==> src/rtl/bitorder_nibble_swap_pkg.sv <==
// Shared helpers for the chunk-order reverser: byte geometry derived from chunk width.
package bitorder_nibble_swap_pkg;

    function automatic int chunks_per_byte(input int n);
        return 8 / n;
    endfunction

    // Index width never collapses to zero so K=1 still gets a legal vector.
    function automatic int idx_width(input int k);
        return (k > 1) ? $clog2(k) : 1;
    endfunction

endpackage

==> src/rtl/bitorder_chunk_buffer.sv <==
// One byte's worth of chunk storage: indexed write from the fill side, indexed read for draining.
module bitorder_chunk_buffer #(
    parameter int N  = 2,
    parameter int IW = 2
) (
    input  logic          clk,
    input  logic          rst,
    input  logic          we_i,
    input  logic [IW-1:0] widx_i,
    input  logic [N-1:0]  wdata_i,
    input  logic [IW-1:0] ridx_i,
    output logic [N-1:0]  rdata_o
);

    localparam int DEPTH = 1 << IW;

    logic [N-1:0] mem_q [DEPTH];

    always_ff @(posedge clk or posedge rst) begin
        if (rst) begin
            for (int i = 0; i < DEPTH; i++) mem_q[i] <= '0;
        end else if (we_i) begin
            mem_q[widx_i] <= wdata_i;
        end
    end

    assign rdata_o = mem_q[ridx_i];

endmodule

==> src/rtl/bitorder_nibble_swap.sv <==
// Streaming reverser: emits each complete byte's chunks MS-chunk first, gap-free across bytes.
module bitorder_nibble_swap
    import bitorder_nibble_swap_pkg::*;
#(
    parameter int N = 2
) (
    input  logic         clk,
    input  logic         rst,
    input  logic [N-1:0] axiid,
    input  logic         axiiv,
    output logic         axiov,
    output logic [N-1:0] axiod
);

    localparam int            K    = chunks_per_byte(N);
    localparam int            IW   = idx_width(K);
    localparam logic [IW-1:0] LAST = IW'(K - 1);

    logic [IW-1:0] cnt_q, cnt_d;
    logic [IW-1:0] drain_q, drain_d;
    logic          sel_q, sel_d;
    logic          axiov_q, axiov_d;
    logic [N-1:0]  axiod_q, axiod_d;

    logic          complete;
    logic          fill_we;
    logic [IW-1:0] ridx;
    logic [1:0]    we;
    logic [N-1:0]  rdata [2];

    // The last chunk bypasses storage and goes straight to the output register.
    assign complete = axiiv && (cnt_q == LAST);
    assign fill_we  = axiiv && (cnt_q != LAST);
    assign we[0]    = fill_we && !sel_q;
    assign we[1]    = fill_we &&  sel_q;
    assign ridx     = drain_q - IW'(1);

    generate
        for (genvar b = 0; b < 2; b++) begin : g_buf
            bitorder_chunk_buffer #(
                .N  (N),
                .IW (IW)
            ) u_buf (
                .clk     (clk),
                .rst     (rst),
                .we_i    (we[b]),
                .widx_i  (cnt_q),
                .wdata_i (axiid),
                .ridx_i  (ridx),
                .rdata_o (rdata[b])
            );
        end
    endgenerate

    always_comb begin
        cnt_d   = '0;
        sel_d   = sel_q;
        drain_d = drain_q;
        axiov_d = 1'b0;
        axiod_d = '0;
        if (axiiv) cnt_d = complete ? '0 : cnt_q + IW'(1);
        // A completion can never overlap a drain: the previous byte finishes one edge earlier.
        if (complete) begin
            sel_d   = ~sel_q;
            drain_d = LAST;
            axiov_d = 1'b1;
            axiod_d = axiid;
        end else if (drain_q != '0) begin
            drain_d = drain_q - IW'(1);
            axiov_d = 1'b1;
            axiod_d = sel_q ? rdata[0] : rdata[1];
        end
    end

    always_ff @(posedge clk or posedge rst) begin
        if (rst) begin
            cnt_q   <= '0;
            drain_q <= '0;
            sel_q   <= 1'b0;
            axiov_q <= 1'b0;
            axiod_q <= '0;
        end else begin
            cnt_q   <= cnt_d;
            drain_q <= drain_d;
            sel_q   <= sel_d;
            axiov_q <= axiov_d;
            axiod_q <= axiod_d;
        end
    end

    assign axiov = axiov_q;
    assign axiod = axiod_q;

endmodule

==> config.mk <==
export PLATFORM = sky130hd
export DESIGN_NAME = bitorder_nibble_swap
export DESIGN_NICKNAME = d
export VERILOG_FILES = /design/src/rtl/bitorder_nibble_swap_pkg.sv /design/src/rtl/bitorder_chunk_buffer.sv /design/src/rtl/bitorder_nibble_swap.sv
export SDC_FILE = /design/constraint.sdc
export NUM_CORES = 1
export LEC_CHECK = 0
export BUFFER_PORTS_ARGS = -buffer_cell sky130_fd_sc_hd__buf_4
export CORE_ASPECT_RATIO = 1.1
export CORE_MARGIN = 2
export CORE_UTILIZATION = 57
export DETAILED_ROUTE_END_ITERATION = 16
export HOLD_SLACK_MARGIN = 0.03
export PLACE_DENSITY = 0.73
export SLEW_MARGIN = 20
export SYNTH_ARGS = -nofsm -noshare
export SYNTH_HDL_FRONTEND = slang
export SYNTH_HIERARCHICAL = 1
export SYNTH_SLANG_ARGS = --single-unit
==> constraint.sdc <==
create_clock -name clk -period 2.2 [get_ports clk]
set_input_delay 0.22 -clock clk [delete_from_list [all_inputs] [get_ports clk]]
set_output_delay 0.22 -clock clk [all_outputs]
set_load 0.005 [all_outputs]
==> run summary, run 1 <==
RUN STATUS
--------------------------------------------------------------------------------------
Status                                                                    finished, final reports clean

CRITICAL PATH
--------------------------------------------------------------------------------------
Arrival time worst endpoint                                                    2250 ps
Setup CP Type                                                             flip-flop to flip-flop
Register-to-register setup slack                                                160 ps
Maximum fanout count along the critical path                                        10
Worst EP required                                                              2410 ps
CP peak stage delay                                                             520 ps
Startpoint kind of the worst setup timing path                               flip-flop
Levels on crit path                                                                  5
Cell family contributing the most delay on the critical path              simple AND/OR/NAND/NOR gates
Beginning of the worst register-to-register path                              cnt_q[0]
Launching instance or port of the critical path                               cnt_q[0]
Destination of the worst register-to-register timing path                 g_buf[0].u_buf/mem_q[6]
Worst setup EP type                                                          flip-flop
Worst Setup EP                                                            g_buf[0].u_buf/mem_q[6]
Cells along the critical path                                             ha_1 > nand2b_1 > nor2_1 > nor3b_2 > mux2_2
Buf+Inv Stages, Crit Path                                                            0
Slowest cell on crit path                                                      dfrtp_1
Depth of the worst register-to-register path                                         5

LOGIC SYNTHESIS
--------------------------------------------------------------------------------------
Number of enable-type register cells in the synthesized netlist                      0
Proportion of synthesized flip-flops having asynchronous set or reset            1.000
Post-synth net total                                                                87
Yosys warnings                                                                       6
Top-area cell type share of the netlist area                                    0.5357
Most numerous cell types in the synthesized netlist                       24 x dfrtp_1, 14 x mux2_1, 8 x inv_1
Number of instances in the synthesized netlist                                      80
Primary FF master, synth                                                       dfrtp_1
Largest area contributor in the netlist                                        dfrtp_1
Seq/Total Area, Yosys                                                           0.5357
Cell types with the largest area share after synthesis                    dfrtp_1 54%, mux2_1 14%, mux4_1 9.4%
Post-synthesis sequential element count                                             24
Post-synthesis area per instance                                           14.01 sq um
Total standard cell area after synthesis                                  0.001121 sq mm
Leading cell type by number of instances after synthesis                       dfrtp_1
Netlist cell types                                                                  18

CLOCK NETWORK
--------------------------------------------------------------------------------------
Sink count of the clock tree                                                        24
Clock-pin transition on the worst setup and hold timing paths                   120 ps
Buffers from clock root to sink, at most                                             2
Cells resized by post-CTS repair                                                     0
Post-CTS setup-driven buffer insertion count                                         0
Cell at the root of the clock tree                                            clkbuf_4
H-Tree Depth                                                                         1
Worst skew pair latency                                                         310 ps
Number of CTS-inserted buffers                                                       3
Clock tree from TritonCTS                                                         done

ROUTE
--------------------------------------------------------------------------------------
Ratio of routed vias to standard cells                                           5.597
Aggregate routed wire length                                                  1.839 mm
Initial DRC count                                                                    3
Remaining number of nets flagged by the antenna check after routing                  0
Total number of vias                                                               666
Detailed-router iteration count before antenna repair                                4
DRC violations left                                                                  0
Routed length per instance                                                    15.45 um

LAYOUT
--------------------------------------------------------------------------------------
Post-route standard cell area excluding fillers                           0.001254 sq mm
Ant diodes                                                                           0
Sequential cell area                                                       600.6 sq um
Fill cell total of the finished layout                                             128
Area of combinational cells with multiple inputs                           490.5 sq um
Count of non-filler cells in the finished layout                                   119
Share of cells above drive strength 1                                           0.1848
Total Nets Final                                                                   100
Layout overhead on the synthesized area                                         11.83%

PLACEMENT
--------------------------------------------------------------------------------------
Buffers on Ports                                                                     7
Placed cells                                                                       114
HPWL after detailed placement                                                 1.357 mm
Weighted congestion reported at the end of routability-driven placement         0.7815
Standard cell area after detailed placement                               0.001207 sq mm

FLOORPLAN
--------------------------------------------------------------------------------------
Die footprint                                                             0.002338 sq mm
Initial Util                                                                    0.6154
Area of the core                                                          0.001822 sq mm
Die W                                                                         46.29 um
Site row count                                                                      16
Die Height                                                                    50.51 um
Number of top-level pins                                                             8

GLOBAL ROUTE
--------------------------------------------------------------------------------------
Wire length of the first global-routing pass                                  3.256 mm
Largest net degree at the start of global routing                                   14
Global-route usage over all layers                                              0.2001
Initial antenna violation count                                                      0
Via count of the first global-routing pass                                         682
Total overflow reported by the global router                                         0

TIMING
--------------------------------------------------------------------------------------
Worst clock skew on the final layout                                          2.443 ps
Worst hold-check slack                                                        184.0 ps
Sum Neg Setup Slack                                                               0 ps
Worst slew slack as a fraction of its limit                                     0.7755
Final Hold Vio Count                                                                 0
Post-route fraction of the period consumed by the critical path                 0.9263
Count of pins over their slew limit                                                  0
RSZ-0062 raised after global routing                                             false
Count of final setup violators                                                       0
Min cycle time layout                                                          2038 ps
Peak Freq                                                                   0.4907 GHz
Slew of the pin with the lowest slew margin                                   336.8 ps

POWER
--------------------------------------------------------------------------------------
P_leak                                                                    0.0005902 uW
Power per standard cell area                                              1283 mW/mm^2
Worst voltage drop across the vdd grid                                       0.6857 mV

JOB
--------------------------------------------------------------------------------------
Max-cap violation count                                                              0

HOLD PATH
--------------------------------------------------------------------------------------
Class of the most critical hold timing path                               input port to flip-flop

## layout by cell type, fill, tap and decap left out, drive strengths merged
cell and instances:
a21oi 1, a32o 2, buf 7, clkbuf 4, dfrtp 24, dlygate4sd3 1
ha 2, inv 8, mux2 18, mux4 4, nand2 3, nand2b 1
nand3 2, nand3b 4, nor2 4, nor2b 2, nor3b 2, o21ai 1
xnor2 1, xor2 1
## worst min path at each step
stage,cells past startpoint,to,from,slack [ps]
6_report,2,axiod[1],axiiv,180
5_1_grt,2,axiod[1],axiiv,170
4_1_cts,2,axiod[1],axiiv,170
3_5_place_dp,2,g_buf[1].u_buf/mem_q[3],rst,210
3_3_place_gp,2,g_buf[1].u_buf/mem_q[3],rst,200
2_1_floorplan,1,axiod[0],rst,40
## routing by layer
metal | part of all wire | global-route usage
met5 | 0 | 0
met2 | 0.48 | 0.2917
met3 | 0.030 | 0.02158
met4 | 0.0033 | 0.07143
met1 | 0.49 | 0.3068
## power by group
part	leakage, uW	internal, uW	switching, uW	total (uW)
clock	0.0000210	101	124	225
sequential	0.000292	647	128	774
combinational	0.000277	378	231	609
total	0.000590	1130	483	1610
## cell type report
| class | instances | area share |
|---|---|---|
| clock buffers | 4 | 0.02894 |
| flip-flops and latches | 24 | 0.4790 |
| multi-input cells | 48 | 0.3912 |
| inverters | 8 | 0.02395 |
| well taps | 27 | 0.02695 |
| repair buffers | 8 | 0.04990 |
## stage by stage
stage / utilization / setup slack, ps / power [uW]
floorplan: - / 444.1 / 1225
global placement: 0.6628 / 259.9 / 1378
detailed placement: 0.6628 / 216.0 / 1389
CTS: 0.6882 / 195.5 / 1622
global route: 0.6882 / 78.04 / 1734
finish: 0.6882 / 162.2 / 1609
## worst register-to-register path, stage by stage, from the launching register on
cell and delay (ps):
dfrtp_1 520, ha_1 310, nand2b_1 230, nor2_1 260, nor3b_2 270, mux2_2 360
## state kept, by name, indices dropped and copies added (netlist names)
| name | flops |
|---|---|
| axiod | 2 |
| drain_q | 2 |
| g_buf.u_buf/mem_q | 16 |
| sel_q | 1 |
| axiov | 1 |
| cnt_q | 2 |
## what timing repair did
action	CTS	global route
setup endpoints to repair	0	0
hold endpoints to repair	24	0
hold buffers	1	0
## cell families (layout without fill, tap and decap cells)
group           count (synthesis)  count (layout)  synth area share
flops                          24              24            0.5357
fa+ha+maj                       2               2           0.02232
xor+xnor                        2               2           0.01563
mux                            22              22            0.2745
buf+inv                         8              20           0.02679
compound gates                  4               4           0.02678
simple gates                   18              18           0.09821
Note: power is estimated with default switching activity, not from simulation.
==> inputs of run 2 (changes only) <==
--- a/config.mk
+++ b/config.mk
@@ -12,6 +12,9 @@
 export DETAILED_ROUTE_END_ITERATION = 16
 export HOLD_SLACK_MARGIN = 0.03
 export PLACE_DENSITY = 0.73
+export RECOVER_POWER = 100
+export REMOVE_ABC_BUFFERS = 1
+export SKIP_CTS_REPAIR_TIMING = 1
 export SLEW_MARGIN = 20
 export SYNTH_ARGS = -nofsm -noshare
 export SYNTH_HDL_FRONTEND = slang
==> run 2 against run 1 <==
Net effect: core utilization down 0.21 points; critical path depth is the same; first-iteration DRC count is the same; routed wire length shrank 0.27%; final cell count unchanged; register-to-register slack is essentially flat; worst hold slack did not move; combinational power shrank 1%; highest routed layer unchanged; clock power is essentially flat.
==> run summary, run 2 (synthesis gave the netlist of run 1 again) <==
RUN STATUS
--------------------------------------------------------------------------------------
Status                                                                    finished, final reports clean   unchanged

ROUTE
--------------------------------------------------------------------------------------
Total number of vias                                                               667   was 666
DRC violations left                                                                  0   unchanged
Detailed-router iteration count before antenna repair                                4   unchanged
Ratio of routed vias to standard cells                                           5.605   was 5.597
Routed length per instance                                                    15.41 um   was 15.45 um
Remaining number of nets flagged by the antenna check after routing                  0   unchanged
Aggregate routed wire length                                                  1.834 mm   was 1.839 mm
Initial DRC count                                                                    3   unchanged

POWER
--------------------------------------------------------------------------------------
Power per standard cell area                                              1282 mW/mm^2   was 1283 mW/mm^2
P_leak                                                                    0.0005857 uW   was 0.0005902 uW
Worst voltage drop across the vdd grid                                       0.6849 mV   was 0.6857 mV
Power consumption                                                              1602 uW   was 1609 uW

CRITICAL PATH
--------------------------------------------------------------------------------------
Slowest cell on crit path                                                      dfrtp_1   unchanged
Cell family contributing the most delay on the critical path              simple AND/OR/NAND/NOR gates   unchanged
Buf+Inv Stages, Crit Path                                                            0   unchanged
Beginning of the worst register-to-register path                              cnt_q[0]   unchanged
CP peak stage delay                                                             520 ps   about the same
Arrival time worst endpoint                                                    2250 ps   about the same
Worst EP required                                                              2410 ps   about the same
Setup CP Type                                                             flip-flop to flip-flop   unchanged
Startpoint kind of the worst setup timing path                               flip-flop   unchanged
Maximum fanout count along the critical path                                        10   unchanged
Worst setup EP type                                                          flip-flop   unchanged
Levels on crit path                                                                  5   unchanged
Depth of the worst register-to-register path                                         5   unchanged
Launching instance or port of the critical path                               cnt_q[0]   unchanged
Cells along the critical path                                             ha_1 > nand2b_1 > nor2_1 > nor3b_2 > mux2_2   unchanged

GLOBAL ROUTE
--------------------------------------------------------------------------------------
Top Usage Layer GRT                                                               met1   unchanged
Wire length of the first global-routing pass                                  3.215 mm   was 3.256 mm
Met2 Usage GRT                                                                  0.2824   was 0.2917
Initial antenna violation count                                                      0   unchanged
M3 GR Usage                                                                    0.02158   unchanged
Largest net degree at the start of global routing                                   14   unchanged
Met1 global-route usage                                                         0.3068   unchanged
Via count of the first global-routing pass                                         670   was 682
Global-route usage over all layers                                              0.1972   was 0.2001
Total overflow reported by the global router                                         0   unchanged

CLOCK NETWORK
--------------------------------------------------------------------------------------
Clock tree from TritonCTS                                                         done   unchanged
Clock-pin transition on the worst setup and hold timing paths                   120 ps   about the same
Buffers from clock root to sink, at most                                             2   unchanged
Cell at the root of the clock tree                                            clkbuf_4   unchanged
H-Tree Depth                                                                         1   unchanged
Sink count of the clock tree                                                        24   unchanged
Number of CTS-inserted buffers                                                       3   unchanged
Worst skew pair latency                                                         310 ps   about the same

TIMING
--------------------------------------------------------------------------------------
Count of final setup violators                                                       0   unchanged
Sum Neg Setup Slack                                                               0 ps   unchanged
Slew of the pin with the lowest slew margin                                   336.8 ps   unchanged
Post-route fraction of the period consumed by the critical path                 0.9263   unchanged
Worst clock skew on the final layout                                          2.443 ps   unchanged
Count of pins over their slew limit                                                  0   unchanged
Worst-case setup margin in the final layout                                   162.2 ps   unchanged
Worst slew slack as a fraction of its limit                                     0.7755   unchanged
Peak Freq                                                                   0.4907 GHz   unchanged
Min cycle time layout                                                          2038 ps   unchanged
Final Hold Vio Count                                                                 0   unchanged
RSZ-0062 raised after global routing                                             false   unchanged

LAYOUT
--------------------------------------------------------------------------------------
Flip-flop count of the largest register, all copies and words added                 16   unchanged
Share of cells above drive strength 1                                           0.1739   was 0.1848
Leading cell types in the layout, fill and taps excluded                  24 x dfrtp_1, 14 x mux2_1, 8 x inv_1   unchanged
Ant diodes                                                                           0   unchanged
Register bank with the most flops                                         g_buf.u_buf/mem_q   unchanged
Layout overhead on the synthesized area                                         11.50%   was 11.83%
Fill cell total of the finished layout                                             127   was 128
Most common library cell in the layout ignoring fill and taps                  dfrtp_1   unchanged
Total Nets Final                                                                   100   unchanged

FLOORPLAN
--------------------------------------------------------------------------------------
Die footprint                                                             0.002338 sq mm   unchanged
Die W                                                                         46.29 um   unchanged
Number of top-level pins                                                             8   unchanged
Initial Util                                                                    0.6154   unchanged
Area of the core                                                          0.001822 sq mm   unchanged
Die Height                                                                    50.51 um   unchanged
Site row count                                                                      16   unchanged

PLACEMENT
--------------------------------------------------------------------------------------
HPWL after detailed placement                                                 1.357 mm   unchanged
Weighted congestion reported at the end of routability-driven placement         0.7815   unchanged
Buffers on Ports                                                                     7   unchanged
Pre-CTS setup slack                                                           216.0 ps   unchanged

JOB
--------------------------------------------------------------------------------------
Max-cap violation count                                                              0   unchanged

HOLD PATH
--------------------------------------------------------------------------------------
Hold Path Stages                                                                     2   unchanged
Class of the most critical hold timing path                               input port to flip-flop   unchanged
Start point of the worst min-delay path                                          axiiv   unchanged

==> run 2: changes by cell type in the layout (fill, tap and decap cells not counted), sizes merged <==
cell | previous run | this run
buf | 7 | 3
clkbuf | 4 | 8
==> run 2: through the flow <==
stage / util / std cells / instance area (sq um) / hold slack [ps]
floorplan: - / 80 / 1121 / 35.66
global placement: 0.6628 / 114 / 1207 / 201.0
detailed placement: 0.6628 / 114 / 1207 / 205.1
CTS: 0.6827 / 118 / 1244 / -148.7
global route: 0.6861 / 119 / 1250 / 173.8
finish: 0.6861 / 119 / 1250 / 184.0
==> run 2: routing by layer <==
| layer | vias up | part of all wire | routed length (um) |
|---|---|---|---|
| met5 | - | 0 | 0 |
| met1 | 330 | 0.49 | 890 |
| met3 | 2 | 0.031 | 56 |
| met2 | 18 | 0.48 | 881 |
| met4 | 0 | 0.0033 | 6 |
| li1 | 317 | - | - |
==> run 2: cell type report <==
class | count | area (sq um) | area share
clock buffers | 4 | 36.28 | 0.02903
inverters | 8 | 30.03 | 0.02402
multi-input cells | 48 | 490.5 | 0.3924
flip-flops and latches | 24 | 600.6 | 0.4805
well taps | 27 | 33.78 | 0.02703
repair buffers | 8 | 58.81 | 0.04705
==> run 2: final timing paths <==
check	slack, ps	to
min reg2reg	510	g_buf[1].u_buf/mem_q[2]
min in group asynchronous	410	axiod[0]
max	160	g_buf[0].u_buf/mem_q[6]
max reg2reg	160	g_buf[0].u_buf/mem_q[6]
max in group asynchronous	1550	g_buf[0].u_buf/mem_q[7]
min	180	axiod[1]
==> run 2: where the power goes <==
group,internal [uW],total [uW],switching [uW]
combinational,374,603,229
sequential,647,773,127
clock,101,225,124
==> run 2: worst register-to-register path: stages (launching register included) <==
cell	delay [ps]
dfrtp_1	520
ha_1	310
nand2b_1	230
nor2_1	260
nor3b_2	270
mux2_2	360
